### src/rtl/tdm_demux4.sv
// rtl/tdm_demux4.sv - 4-slot TDM receiver: collects framed serial slots into parallel A..D outputs
module tdm_demux4 #(
    parameter int WIDTH = 2
) (
    input  logic             clk,
    input  logic             rst,
    input  logic [WIDTH-1:0] I,
    input  logic             V,
    input  logic             SOF,
    output logic [WIDTH-1:0] A,
    output logic [WIDTH-1:0] B,
    output logic [WIDTH-1:0] C,
    output logic [WIDTH-1:0] D,
    output logic [1:0]       S,
    output logic             F,
    output logic             ERR
);

    typedef enum logic {
        ST_IDLE,
        ST_COLLECT
    } state_t;

    state_t           r_state;
    logic [WIDTH-1:0] r_sh0;
    logic [WIDTH-1:0] r_sh1;
    logic [WIDTH-1:0] r_sh2;
    logic [WIDTH-1:0] r_a;
    logic [WIDTH-1:0] r_b;
    logic [WIDTH-1:0] r_c;
    logic [WIDTH-1:0] r_d;
    logic [1:0]       r_s;
    logic             r_f;
    logic             r_err;

    always_ff @(posedge clk) begin
        if (rst) begin
            r_state <= ST_IDLE;
            r_sh0   <= '0;
            r_sh1   <= '0;
            r_sh2   <= '0;
            r_a     <= '0;
            r_b     <= '0;
            r_c     <= '0;
            r_d     <= '0;
            r_s     <= 2'd0;
            r_f     <= 1'b0;
            r_err   <= 1'b0;
        end else begin
            r_f   <= 1'b0;
            r_err <= 1'b0;
            if (V) begin
                case (r_state)
                    ST_IDLE: begin
                        // Beats without SOF while idle are silently dropped.
                        if (SOF) begin
                            r_sh0   <= I;
                            r_s     <= 2'd1;
                            r_state <= ST_COLLECT;
                        end
                    end
                    ST_COLLECT: begin
                        if (SOF) begin
                            // Early SOF: abandon the partial frame and restart at slot 1.
                            r_err <= 1'b1;
                            r_sh0 <= I;
                            r_s   <= 2'd1;
                        end else begin
                            case (r_s)
                                2'd1: begin
                                    r_sh1 <= I;
                                    r_s   <= 2'd2;
                                end
                                2'd2: begin
                                    r_sh2 <= I;
                                    r_s   <= 2'd3;
                                end
                                2'd3: begin
                                    r_a     <= r_sh0;
                                    r_b     <= r_sh1;
                                    r_c     <= r_sh2;
                                    r_d     <= I;
                                    r_f     <= 1'b1;
                                    r_s     <= 2'd0;
                                    r_state <= ST_IDLE;
                                end
                                default: begin
                                    r_s     <= 2'd0;
                                    r_state <= ST_IDLE;
                                end
                            endcase
                        end
                    end
                    default: begin
                        r_s     <= 2'd0;
                        r_state <= ST_IDLE;
                    end
                endcase
            end
        end
    end

    assign A   = r_a;
    assign B   = r_b;
    assign C   = r_c;
    assign D   = r_d;
    assign S   = r_s;
    assign F   = r_f;
    assign ERR = r_err;

endmodule

### config.mk
export PLATFORM = sky130hd
export DESIGN_NAME = tdm_demux4
export DESIGN_NICKNAME = d
export VERILOG_FILES = /design/src/rtl/tdm_demux4.sv
export SDC_FILE = /design/constraint.sdc
export NUM_CORES = 1
export LEC_CHECK = 0
export ABC_CLOCK_PERIOD_IN_PS = 1400
export BUFFER_PORTS_ARGS = -buffer_cell sky130_fd_sc_hd__buf_2
export CORE_UTILIZATION = 35
export CTS_BUF_LIST = sky130_fd_sc_hd__clkbuf_4 sky130_fd_sc_hd__clkbuf_8 sky130_fd_sc_hd__clkbuf_16
export DETAILED_ROUTE_END_ITERATION = 7
export PLACE_DENSITY_LB_ADDON = 0.25
export SYNTH_ARGS = -nofsm -noshare
export SYNTH_HDL_FRONTEND = slang
export SYNTH_SLANG_ARGS = --single-unit
### constraint.sdc
create_clock -name clk -period 1.4 [get_ports clk]
set_input_delay 0.14 -clock clk [delete_from_list [all_inputs] [get_ports clk]]
set_output_delay 0.14 -clock clk [all_outputs]
set_load 0.005 [all_outputs]
==> summary.md <==
| Metric | Value |
|---|---|
| Fraction of the yosys area taken by sequential cells | 0.4412 |
| Total nets after synthesis | 88 |
| Top-level port count | 18 |
| Post-synthesis sequential element count | 19 |
| Measured slew at the worst slew-check pin | 318.1 ps |
| CTS Buf Count | 3 |
| DIE AREA | 2666 sq um |
| Maximum buffer depth of the clock tree | 2 |
| Number of flops mapped to enable cells by yosys | 0 |
| Sum of negative setup slack | 0 ps |
| Iter 0 DRT Violations | 9 |
| Remaining max-slew budget at the tightest pin | 0.7879 |
| Synth area leaders | dfxtp_1 (44%), mux2i_1 (14%), nand2b_1 (12%) |
| Antenna Diode Count | 0 |
| Area used by multi-input combinational logic | 431.7 sq um |
| Antenna violations before repair | 0 |
| Sw power | 0.1917 mW |
| Later-pin clock latency in the skew report | 290 ps |
| Cell type contributing the most total cell area after synthesis | dfxtp_1 |
| Worst vdd ir | 0.0004540 V |
| Overflow after GRT | 0 |
| Worst slack on hold paths | 114.2 ps |
| Layout Skew | 4.284 ps |
| Classification of the worst setup path | flop to flop |
| Hold Violations, Final | 0 |
| Leakage component of the power | 0.4077 nW |
| Final critical-path share of the clock period | 0.8919 |
| Port Buffer Count | 17 |
| # DRC | 0 |
| Proportion of total power due to net switching | 0.2134 |
| Internal portion of total power | 0.7065 mW |
| Yosys warnings | 0 |
| Via-per-instance ratio | 4.821 |
| Clock-pin slew on the worst setup and hold paths | 100 ps |
| Weighted congestion reported at the end of routability-driven placement | 0.6521 |
| Root buf cell | clkbuf_4 |
| Share of async-settable or async-resettable flops after synthesis | 0 |
| Post-synthesis instance total | 78 |
| Final Slew Violations | 0 |
| H-tree Lvls | 1 |
| GRT Overall Usage | 0.1312 |
| Area growth, synth to finish | 13.35% |
| Largest net degree at the start of global routing | 25 |
| Highest fanout seen on the critical path | 9 |
| Dpl hpwl | 1005 um |
| DRT antenna net count | 0 |
| Vias in the first global route | 563 |
| Area of the mapped netlist | 862.1 sq um |
| Site row count | 17 |
| Critical path startpoint category | flop |
| Power density over the cells | 919.1 nW/um^2 |
| Highest clock frequency the design can meet | 800.9 MHz |
| Sequential cell fraction of total power | 0.617 |
| Area share of the largest cell type after synthesis | 0.4412 |
| Clock sink count | 19 |
| Main flop type after synthesis | dfxtp_1 |
| DIE HEIGHT | 51.63 um |
| Fin crit period | 1249 ps |
| Width of the die | 51.63 um |
| Number of filler instances in the final layout | 230 |
| Maximum Capacitance Violations | 0 |
| Total Routed Length | 1394 um |
| TritonCTS clock tree | done |
| Distinct cells, synth | 21 |
| Wire length of the first global-routing pass | 2539 um |
| Cell types with the highest counts after synthesis | dfxtp_1 (19), nand2b_1 (16), mux2i_1 (12) |
| Setup fix buffers added after clock tree synthesis | 0 |
| Sequential Area | 380.4 sq um |
| Relative contribution of combinational cells to total power | 0.066 |
| Post-cts resize count | 0 |
| HP Class | primary input to flop |
| Result of the run | finished clean |
| Nets | 106 |
| Hold buffers post-CTS | 0 |
| Fraction of final layout cells sized beyond drive strength 1 | 0.2947 |
| Arrival time worst endpoint | 1470 ps |
| Detailed-route wire length per cell | 11.33 um |
| First-pass iteration count of the detailed router | 4 |
| Starting utilization of the core area | 0.3788 |
| Clock share of power | 0.317 |
| Kind of end point of the critical path | flop |
| Mean post-synth cell area | 11.05 sq um |
| Via count | 593 |
| Required time reported for the critical path endpoint | 1620 ps |
| Most numerous cell in the Yosys netlist | dfxtp_1 |
| Core region area | 2276 sq um |
| # setup viols final | 0 |
| RSZ-0062 raised after global routing | no |
## worst paths after layout
path / startpoint / endpoint / depth (start not counted) / slack, ps
worst max-delay path: S[1] / C[1] / 4 / 150
worst min-delay path: I[0] / r_sh0[0] / 3 / 110
worst max register to register: S[1] / C[1] / 4 / 150
worst min register to register: B[1] / B[1] / 2 / 470
## cells in the final DEF, fill, tap and decap left out, types with 2 or more instances in the layout
cell and count:
mux2i_1 12, a21bo_2 3, clkbuf_4 4, inv_1 2, a21oi_1 3, and4b_2 3
dfxtp_1 19, nand2b_1 16, nand3_1 2, ha_1 4, buf_2 17
## stage by stage
step | cell area (sq um) | util | instances | power (mW) | setup WS, ps
detailed placement | 947.2 | 0.4162 | 119 | 0.6276 | 152.9
floorplan | 862.1 | - | 78 | 0.6119 | 273.8
global route | 977.2 | 0.4294 | 123 | 0.9506 | 41.92
finish | 977.2 | 0.4294 | 123 | 0.8982 | 151.4
CTS | 977.2 | 0.4294 | 123 | 0.9170 | 126.2
global placement | 947.2 | 0.4162 | 119 | 0.6266 | 189.9
## kinds of logic (layout without fill, tap and decap cells)
family | after synthesis | count (layout) | share of synthesized area
multiplexers | 12 | 12 | 0.1393
buffers and inverters | 7 | 24 | 0.05805
flip-flops | 19 | 19 | 0.4412
AO/OA/AOI/OAI | 9 | 9 | 0.07692
adder cells (fa/ha/maj) | 4 | 4 | 0.05806
AND/OR/NAND/NOR | 27 | 27 | 0.2264
## area by class of cell
type / count / share of cell area
Tap cell: 28 / 0.03585
Clock buffer: 4 / 0.03073
Multi-Input combinational cell: 52 / 0.4417
Sequential cell: 19 / 0.3892
Inverter: 2 / 0.007682
Timing Repair Buffer: 18 / 0.09475
## sequential cells by signal, indices dropped and copies added, names as in the netlist
name     count
ERR          1
S            2
B            2
r_sh0        2
r_sh2        2
A            2
D            2
C            2
r_sh1        2
r_state      1
F            1
## routing by layer
metal | routed length (um) | up-vias | track usage
met5 | 0 | - | 0
met4 | 25 | 0 | 0.08108
met3 | 57 | 2 | 0.02632
met2 | 632 | 10 | 0.1970
met1 | 679 | 272 | 0.1709
li1 | - | 309 | -
## power by group through the flow
stage / Clock [mW] / Sequential [mW] / Combinational, mW
finish: 0.284 / 0.555 / 0.0591
global route: 0.327 / 0.557 / 0.0664
CTS: 0.302 / 0.555 / 0.0604
detailed placement: 0 / 0.567 / 0.0602
global placement: 0 / 0.567 / 0.0599
floorplan: 0 / 0.566 / 0.0460
## critical path, stage by stage, from the launching register on
cell and delay [ps]:
dfxtp_1 430, ha_1 180, and4b_1 170, buf_4 200, mux2i_1 200
Power figures use the tool's default switching activity.
